## config.mk

```make
export PLATFORM = sky130hd
export DESIGN_NAME = cacheline_burst_adaptor_flat
export DESIGN_NICKNAME = d
export VERILOG_FILES = /design/src/rtl/cache_pkg.sv /design/src/rtl/cacheline_burst_adaptor_if.sv /design/src/rtl/burst_ctr.sv /design/src/rtl/cacheline_burst_adaptor.sv /design/src/flat_wrapper.sv
export SDC_FILE = /design/constraint.sdc
export NUM_CORES = 1
export LEC_CHECK = 0
export CAP_MARGIN = 20
export CORE_AREA = 2 2 252 254
export DETAILED_ROUTE_END_ITERATION = 12
export DIE_AREA = 0 0 254 256
export PLACE_DENSITY = 0.6
export SYNTH_ARGS = -nofsm -noshare
export SYNTH_HDL_FRONTEND = slang
export SYNTH_HIERARCHICAL = 1
export SYNTH_SLANG_ARGS = --single-unit
```

## constraint.sdc

```tcl
create_clock -name clk -period 4.3 [get_ports clk]
set_input_delay 0.86 -clock clk [delete_from_list [all_inputs] [get_ports clk]]
set_output_delay 0.86 -clock clk [all_outputs]
set_load 0.1 [all_outputs]
```

## src/rtl/cache_pkg.sv

```systemverilog
// Shared types and helpers for the cache-line burst adaptor.
// Latency: n/a (types and pure functions only).
// Backpressure: n/a.
package cache_pkg;

    typedef enum logic [1:0] {
        IDLE  = 2'd0,
        WRITE = 2'd1,
        READ  = 2'd2,
        RESP  = 2'd3
    } line_adaptor_state_t;

    // Byte address of beat k of a line starting at base. Callers truncate to
    // their own address width, which gives modulo-2^ADDR_W arithmetic.
    function automatic logic [63:0] beat_addr(input logic [63:0] base,
                                              input int unsigned k,
                                              input int unsigned word_w);
        return base + 64'(k) * 64'(word_w / 8);
    endfunction

endpackage

```

## src/rtl/cacheline_burst_adaptor_if.sv

```systemverilog
// Bundles the cache-side line port and the memory-side word port.
// Latency: n/a (wiring only).
// Backpressure: line_req valid/ready toward the cache, mem valid/ready toward memory.
interface cacheline_burst_adaptor_if #(
    parameter int LINE_W = 256,
    parameter int WORD_W = 32,
    parameter int ADDR_W = 32
);
    // Cache side
    logic              line_req_valid;
    logic              line_req_ready;
    logic              line_req_we;
    logic [ADDR_W-1:0] line_req_addr;
    logic [LINE_W-1:0] line_wdata;
    logic              line_resp_valid;
    logic [LINE_W-1:0] line_rdata;
    // Memory side
    logic              mem_valid;
    logic              mem_we;
    logic [ADDR_W-1:0] mem_addr;
    logic [WORD_W-1:0] mem_wdata;
    logic              mem_ready;
    logic              mem_rvalid;
    logic [WORD_W-1:0] mem_rdata;

    // The adaptor's own view.
    modport slave (
        input  line_req_valid, line_req_we, line_req_addr, line_wdata,
        input  mem_ready, mem_rvalid, mem_rdata,
        output line_req_ready, line_resp_valid, line_rdata,
        output mem_valid, mem_we, mem_addr, mem_wdata
    );

    // The surrounding cache controller and memory.
    modport master (
        output line_req_valid, line_req_we, line_req_addr, line_wdata,
        output mem_ready, mem_rvalid, mem_rdata,
        input  line_req_ready, line_resp_valid, line_rdata,
        input  mem_valid, mem_we, mem_addr, mem_wdata
    );

endinterface

```

## src/rtl/burst_ctr.sv

```systemverilog
// Beat counter for one burst direction (issue or return), 0..BEATS.
// Latency: count visible the cycle after inc.
// Backpressure: none; caller qualifies inc with its own handshake.
module burst_ctr #(
    parameter int BEATS = 8
) (
    input  logic                  clk,
    input  logic                  rst,
    input  logic                  clr,
    input  logic                  inc,
    output logic [$clog2(BEATS):0] cnt,
    output logic                  last
);
    localparam int CW = $clog2(BEATS) + 1;

    // Count handshaked beats; clear takes priority so a new burst starts at 0.
    always_ff @(posedge clk) begin
        if (rst || clr) begin
            cnt <= '0;
        end else if (inc) begin
            cnt <= cnt + CW'(1);
        end
    end

    assign last = (cnt == CW'(BEATS - 1));

endmodule

```

## src/rtl/cacheline_burst_adaptor.sv

```systemverilog
// Splits a cache-line write into WORD_W memory beats and gathers a read burst into one line.
// Latency: accept to line_resp_valid >= BEATS+1 cycles (plus read latency and mem stalls).
// Backpressure: one request in flight; line_req_ready only in IDLE, beats held until mem_ready.
module cacheline_burst_adaptor
    import cache_pkg::*;
#(
    parameter int LINE_W = 256,   // integer multiple of WORD_W
    parameter int WORD_W = 32,    // multiple of 8
    parameter int ADDR_W = 32     // at most 64
) (
    input  logic                       clk,
    input  logic                       rst,
    cacheline_burst_adaptor_if.slave   bus
);
    localparam int BEATS = LINE_W / WORD_W;      // power of 2, >= 2
    localparam int IDX_W = $clog2(BEATS);
    localparam int CW    = IDX_W + 1;
    localparam int OFS_W = $clog2(LINE_W / 8);
    localparam logic [ADDR_W-1:0] OFS_MASK = ADDR_W'((64'd1 << OFS_W) - 64'd1);

    line_adaptor_state_t state_q, state_d;

    logic [ADDR_W-1:0] base_q;
    logic [LINE_W-1:0] line_buf;

    logic [CW-1:0]     issue_cnt, ret_cnt;
    logic              issue_last, ret_last;
    logic [IDX_W-1:0]  issue_idx, ret_idx;

    logic              req_ready, accept, beat_acc, ret_ok, issue_pending;
    logic              resp_valid;
    logic              mem_valid_o, mem_we_o;
    logic [ADDR_W-1:0] mem_addr_o, cur_addr;
    logic [WORD_W-1:0] mem_wdata_o, cur_wdata;
    logic [LINE_W-1:0] rdata_o;

    assign issue_idx = issue_cnt[IDX_W-1:0];
    assign ret_idx   = ret_cnt[IDX_W-1:0];

    // Beat address and data are decoded purely from registered state, so they
    // stay put for as long as the memory withholds mem_ready.
    assign cur_addr  = ADDR_W'(beat_addr(64'(base_q), 32'(issue_idx), 32'(WORD_W)));
    assign cur_wdata = line_buf[int'(issue_idx)*WORD_W +: WORD_W];

    assign issue_pending = (state_q == READ) && (issue_cnt < CW'(BEATS));
    assign accept        = bus.line_req_valid && req_ready;
    assign beat_acc      = mem_valid_o && bus.mem_ready;

    // A return is legal only for a beat already issued, counting one being
    // accepted this very cycle so zero-latency memories are supported.
    assign ret_ok = (state_q == READ) && bus.mem_rvalid &&
                    (ret_cnt < (issue_cnt + CW'(beat_acc)));

    burst_ctr #(.BEATS(BEATS)) u_issue_ctr (
        .clk  (clk),
        .rst  (rst),
        .clr  (state_q == IDLE),
        .inc  (beat_acc),
        .cnt  (issue_cnt),
        .last (issue_last)
    );

    burst_ctr #(.BEATS(BEATS)) u_ret_ctr (
        .clk  (clk),
        .rst  (rst),
        .clr  (state_q == IDLE),
        .inc  (ret_ok),
        .cnt  (ret_cnt),
        .last (ret_last)
    );

    // State register; reset aborts any burst in progress.
    always_ff @(posedge clk) begin
        if (rst) begin
            state_q <= IDLE;
        end else begin
            state_q <= state_d;
        end
    end

    // Next state: writes finish on the last beat accepted, reads on the last beat returned.
    always_comb begin
        state_d = state_q;
        case (state_q)
            IDLE:    if (accept) state_d = bus.line_req_we ? WRITE : READ;
            WRITE:   if (beat_acc && issue_last) state_d = RESP;
            READ:    if (ret_ok && ret_last) state_d = RESP;
            RESP:    state_d = IDLE;
            default: state_d = IDLE;
        endcase
    end

    // Outputs: all forced low while rst is high, otherwise decoded from state.
    always_comb begin
        req_ready   = 1'b0;
        resp_valid  = 1'b0;
        mem_valid_o = 1'b0;
        mem_we_o    = 1'b0;
        mem_addr_o  = '0;
        mem_wdata_o = '0;
        rdata_o     = '0;
        if (!rst) begin
            rdata_o = line_buf;
            case (state_q)
                IDLE:  req_ready = 1'b1;
                WRITE: begin
                    mem_valid_o = 1'b1;
                    mem_we_o    = 1'b1;
                    mem_addr_o  = cur_addr;
                    mem_wdata_o = cur_wdata;
                end
                READ: begin
                    if (issue_pending) begin
                        mem_valid_o = 1'b1;
                        mem_addr_o  = cur_addr;
                    end
                end
                RESP:    resp_valid = 1'b1;
                default: ;
            endcase
        end
    end

    // Line buffer: loaded on accept, patched one word per legal read return.
    always_ff @(posedge clk) begin
        if (rst) begin
            base_q   <= '0;
            line_buf <= '0;
        end else if (accept) begin
            base_q   <= bus.line_req_addr & ~OFS_MASK;
            line_buf <= bus.line_wdata;
        end else if (ret_ok) begin
            line_buf[int'(ret_idx)*WORD_W +: WORD_W] <= bus.mem_rdata;
        end
    end

    assign bus.line_req_ready  = req_ready;
    assign bus.line_resp_valid = resp_valid;
    assign bus.line_rdata      = rdata_o;
    assign bus.mem_valid       = mem_valid_o;
    assign bus.mem_we          = mem_we_o;
    assign bus.mem_addr        = mem_addr_o;
    assign bus.mem_wdata       = mem_wdata_o;

endmodule

```

## src/flat_wrapper.sv

```systemverilog
// flat-port wrapper written by rule: the top's interface ports become plain ports
module cacheline_burst_adaptor_flat import cache_pkg::*;
#(
    parameter int LINE_W = 256,                                
    parameter int WORD_W = 32,                    
    parameter int ADDR_W = 32                  
)
  (clk, rst, bus_line_req_valid, bus_line_req_we, bus_line_req_addr, bus_line_wdata, bus_mem_ready, bus_mem_rvalid, bus_mem_rdata, bus_line_req_ready, bus_line_resp_valid, bus_line_rdata, bus_mem_valid, bus_mem_we, bus_mem_addr, bus_mem_wdata);
  cacheline_burst_adaptor_if #(.LINE_W(LINE_W), .WORD_W(WORD_W), .ADDR_W(ADDR_W)) bus_i ();
  input  logic clk;
  input  logic rst;
  input wire logic [$bits(bus_i.line_req_valid)-1:0] bus_line_req_valid;
  input wire logic [$bits(bus_i.line_req_we)-1:0] bus_line_req_we;
  input wire logic [$bits(bus_i.line_req_addr)-1:0] bus_line_req_addr;
  input wire logic [$bits(bus_i.line_wdata)-1:0] bus_line_wdata;
  input wire logic [$bits(bus_i.mem_ready)-1:0] bus_mem_ready;
  input wire logic [$bits(bus_i.mem_rvalid)-1:0] bus_mem_rvalid;
  input wire logic [$bits(bus_i.mem_rdata)-1:0] bus_mem_rdata;
  output wire logic [$bits(bus_i.line_req_ready)-1:0] bus_line_req_ready;
  output wire logic [$bits(bus_i.line_resp_valid)-1:0] bus_line_resp_valid;
  output wire logic [$bits(bus_i.line_rdata)-1:0] bus_line_rdata;
  output wire logic [$bits(bus_i.mem_valid)-1:0] bus_mem_valid;
  output wire logic [$bits(bus_i.mem_we)-1:0] bus_mem_we;
  output wire logic [$bits(bus_i.mem_addr)-1:0] bus_mem_addr;
  output wire logic [$bits(bus_i.mem_wdata)-1:0] bus_mem_wdata;
  assign bus_i.line_req_valid = bus_line_req_valid;
  assign bus_i.line_req_we = bus_line_req_we;
  assign bus_i.line_req_addr = bus_line_req_addr;
  assign bus_i.line_wdata = bus_line_wdata;
  assign bus_i.mem_ready = bus_mem_ready;
  assign bus_i.mem_rvalid = bus_mem_rvalid;
  assign bus_i.mem_rdata = bus_mem_rdata;
  assign bus_line_req_ready = bus_i.line_req_ready;
  assign bus_line_resp_valid = bus_i.line_resp_valid;
  assign bus_line_rdata = bus_i.line_rdata;
  assign bus_mem_valid = bus_i.mem_valid;
  assign bus_mem_we = bus_i.mem_we;
  assign bus_mem_addr = bus_i.mem_addr;
  assign bus_mem_wdata = bus_i.mem_wdata;
  cacheline_burst_adaptor #(.LINE_W(LINE_W), .WORD_W(WORD_W), .ADDR_W(ADDR_W)) u_core (.clk(clk), .rst(rst), .bus(bus_i));
endmodule
```

==> results.md <==
- Result of the run: finished clean
- Global-route wire length before repair: 144000 um
- Slowest cell delay on critical path: 0.41 ns
- Vias after detailed routing: 21.1k
- Gate Count Post-Synth: 2211
- Final min period: 3.90 ns
- Detailed-route DRC error count: 0
- Die area: 65000 um^2
- EDFF count, synth: 0
- Netlist cell types: 56
- Endpoint of the most critical register-to-register path: u_core/line_buf[25]$_SDFFE_PP0P_
- Post-synthesis instance area: between 15000 and 20000 um^2
- Final estimated routing congestion in global placement: 0.883
- Sequential cell area fraction in the yosys report: 0.318
- Critical register-to-register path startpoint: u_core/state_q[0]$_SDFFE_PP0P_
- Signed area change from the synthesized netlist to the final layout: 44.4%
- Cell count after placement: 3471
- Maximum fanout count along the critical path: 28
- Hold buffer count at CTS: 0
- Cell depth of the worst min-delay path: 2
- Sink count of the clock tree: slightly below 300
- Most used flip-flop cell after synthesis: sky130_fd_sc_hd__dfxtp_1
- CP required: 4.72 ns
- Synth warn: 6
- Final period utilization: 0.907
- Async set-or-reset flop fraction in the synthesized netlist: 0
- Portion of total power attributed to the clock network: 0.251
- Vertical die dimension: 256 um
- Worst setup EP type: flip-flop
- Max Cap Violations: 0
- Clock Path Buffers: 3
- Fraction of layout instances using a drive strength above 1: 0.211
- Clock buffer count from CTS: 37
- Post-CTS resize count: 0
- Max H-tree Level: 2
- Switching component of the power: roughly 5600 uW
- Clock Latency Late Sink: 0.55 ns
- Overall die width: 254 um
- Antenna-violating nets left: 0
- Grt total ovfl: 0
- Nature of the critical path startpoint: flip-flop
- DPL Wire Length: between 70000 and 80000 um
- Combinational share of power: 0.451
- Internal power contribution: 6670 uW
- Unrepaired setup endpoints after global routing: false
- Syn_area_per_cell: 8.33 um^2
- WL per Instance: between 20 and 30 um
- Mean number of vias per cell: just under 6
- Port bufs: ~640
- Post-layout nets: 3003
- Worst hold path endpoint: u_core/base_q[5]$_SDFFE_PP0P_
- Flop-to-flop setup slack: 0.40 ns
- Critical Path Slowest Stage Cell: sky130_fd_sc_hd__buf_4
- Setup violations, final: 0
- Total global-route track usage: 0.296
- Drt initial violations: 2516
- Post-layout util: 0.426
- Sum Neg Setup Slack: 0 ns
- Reg2Reg Depth: 14
- FILL cells: ~6k
- Initial core utilization: 0.295
- Cell area after layout: between 20000 and 30000 um^2
- Buffer type at the clock tree root: sky130_fd_sc_hd__clkbuf_16
- Total placed instance area: 25500 um^2
- Worst Max-Slew Pin Slew: 1.21 ns
- Total area of multi-input combinational cells: 11300 um^2
- CTS clk-pin slew, worst paths: 0.06 ns
- Flops & latches, synth: 293
- Post CTS Setup Buffer Count: 0
- Worst IR Drop VDD: 0.273 mV
- Max Transition Viols Final: 0
- Total area of sequential cells: approximately 5900 um^2
- Pin count of the biggest net entering global routing: 151
- Ordered list of cells on the worst path: inv_1 -> ha_1 -> nor3b_2 -> and2_1 -> ha_1 -> ha_1 -> inv_1 -> ha_1 -> o211ai_1 -> buf_4 -> o211a_4 -> buf_4 -> a211oi_1 -> a2111oi_2
- Cell repeated most along the worst path: sky130_fd_sc_hd__ha_1
- CTS tree: done
- Final std cells w/o fill: around 3.5k
- Max-slew headroom at the worst pin: 0.196
- Vias in the first global route: just over 20k
- Count of endpoints failing hold in the final timing report: 0
- Switching share of total power: 0.458
- Path class of the lowest-slack min-delay path: flip-flop to flip-flop
- 1st-pass router iterations: 7
- Setup CP Type: flip-flop to flip-flop
- Core area: around 62000 um^2
- Power density cells: roughly 460 nW/um^2
- Number of antenna violations at the first check in global routing: 13
- Number of top-level pins: 650
- Maximum clock rate: 256 MHz
- Worst path arrival time: around 4.3 ns
- DRT Wirelength: 101000 um
- Min-delay src: u_core/base_q[5]$_SDFFE_PP0P_
- Worst-case clock skew: 0.0148 ns
- Leakage power summed over all cells: between 0.009 and 0.01 uW
- Row cnt: 92
- Register share of total power: 0.299
worst max-delay path by stage:
stage	end	slack, ns	start
after global routing	u_core/line_buf[5]$_SDFFE_PP0P_	0.14	u_core/state_q[1]$_SDFFE_PP0P_
after floorplan	u_core/u_ret_ctr/cnt[3]$_SDFFE_PP0P_	0.09	rst
after detailed placement	u_core/line_buf[25]$_SDFFE_PP0P_	0.14	bus_mem_ready
after CTS	u_core/line_buf[25]$_SDFFE_PP0P_	0.41	u_core/state_q[0]$_SDFFE_PP0P_
after global placement	u_core/line_buf[204]$_SDFFE_PP0P_	0.22	bus_mem_ready
final	u_core/line_buf[25]$_SDFFE_PP0P_	0.40	u_core/state_q[0]$_SDFFE_PP0P_
power by group through the flow:
stage	Clock, uW	Combinational, uW	Sequential (uW)
after floorplan	0	3910	3480
after global placement	0	5450	3690
after detailed placement	0	5510	3710
after CTS	3110	5520	3660
after global routing	3220	5780	3720
final	3090	5550	3680
per-layer routing:
layer,global-route usage,wire length (um),share of wire
met1,0.362,37900,0.38
met2,0.476,46400,0.46
met3,0.0633,9690,0.096
met4,0.180,6610,0.066
met5,0,68,0.00068
layout make-up:
cell class | count | share of cell area
Clock inverter | 9 | 0.00282
Antenna cell | 8 | 0.000752
Timing Repair Buffer | 709 | 0.269
Sequential cell | 293 | 0.221
Tap cell | 846 | 0.0398
Multi-Input combinational cell | 1613 | 0.425
Inverter | 10 | 0.00141
Clock buffer | 52 | 0.0396
through the flow:
step                total power [uW]  hold WS, ns  setup WS (ns)
finish                         12300        0.472          0.399
global route                   12700        0.484          0.142
CTS                            12300        0.474          0.411
detailed placement              9220        0.458          0.137
global placement                9140        0.460          0.218
floorplan                       7400        0.445         0.0873
cell usage in the layout, fill, tap and decap left out, types with 4 or more instances in the layout:
master / n
sky130_fd_sc_hd__clkdlybuf4s50_1: 319
sky130_fd_sc_hd__buf_4: 306
sky130_fd_sc_hd__dfxtp_1: 290
sky130_fd_sc_hd__nor2_1: 279
sky130_fd_sc_hd__nor2b_1: 260
sky130_fd_sc_hd__a311oi_1: 201
sky130_fd_sc_hd__nand3_1: 130
sky130_fd_sc_hd__o21ai_0: 128
sky130_fd_sc_hd__nand2_1: 105
sky130_fd_sc_hd__buf_12: 83
sky130_fd_sc_hd__mux4_2: 64
sky130_fd_sc_hd__nand4_1: 61
sky130_fd_sc_hd__a211oi_1: 60
sky130_fd_sc_hd__clkbuf_16: 39
sky130_fd_sc_hd__mux2i_1: 36
sky130_fd_sc_hd__o31ai_1: 36
sky130_fd_sc_hd__and2_1: 31
sky130_fd_sc_hd__nand3b_1: 31
sky130_fd_sc_hd__a22oi_1: 28
sky130_fd_sc_hd__a2111oi_2: 27
sky130_fd_sc_hd__a21oi_1: 26
sky130_fd_sc_hd__a22o_1: 23
sky130_fd_sc_hd__ha_1: 13
sky130_fd_sc_hd__a2111oi_0: 11
sky130_fd_sc_hd__clkbuf_1: 10
sky130_fd_sc_hd__inv_1: 10
sky130_fd_sc_hd__diode_2: 8
sky130_fd_sc_hd__clkinv_2: 6
sky130_fd_sc_hd__xnor2_1: 4
critical path, delay by kind of cell (launching register included):
kind	cells	cell delay (ns)
compound gates	4	1.17
fa+ha+maj	4	1.09
buf+inv	4	0.77
flops	1	0.37
simple gates	2	0.36
logic make-up after synthesis:
group / after synthesis / share of synthesized area
compound gates: 554 / 0.235
xor+xnor: 4 / 0.00190
fa+ha+maj: 13 / 0.00883
buf+inv: 306 / 0.0732
flops: 293 / 0.318
mux: 103 / 0.0996
other cells: 1 / 0.000204
simple gates: 937 / 0.263
registers in the layout, summed over array words and instances (netlist names):
| register | cells |
|---|---|
| u_core/base_q | 27 |
| u_core/line_buf | 256 |
| u_core/state_q | 2 |
| u_core/u_issue_ctr/cnt | 4 |
| u_core/u_ret_ctr/cnt | 4 |
cells in the mapped netlist (all sizes together), types with 4 or more instances:
| cell type | n | share of area |
|---|---|---|
| nor3b | 7 | 0.0034 |
| nand3 | 131 | 0.036 |
| clkbuf | 200 | 0.042 |
| dfxtp | 293 | 0.32 |
| nand2 | 105 | 0.021 |
| a21oi | 26 | 0.0071 |
| a22oi | 28 | 0.011 |
| mux2i | 36 | 0.020 |
| nor2b | 260 | 0.088 |
| a211oi | 60 | 0.024 |
| a311oi | 201 | 0.096 |
| a22o | 23 | 0.011 |
| nand4 | 61 | 0.021 |
| nor3 | 4 | 0.0016 |
| nand3b | 31 | 0.013 |
| mux4 | 64 | 0.078 |
| o21ai | 128 | 0.035 |
| a2111oi | 41 | 0.029 |
| buf | 96 | 0.029 |
| o31ai | 38 | 0.017 |
| nor2 | 284 | 0.058 |
| inv | 10 | 0.0020 |
| nand2b | 4 | 0.0014 |
| and2 | 32 | 0.011 |
| ha | 13 | 0.0088 |
| xnor2 | 4 | 0.0019 |
| or2 | 5 | 0.0017 |
Power figures use the tool's default switching activity.
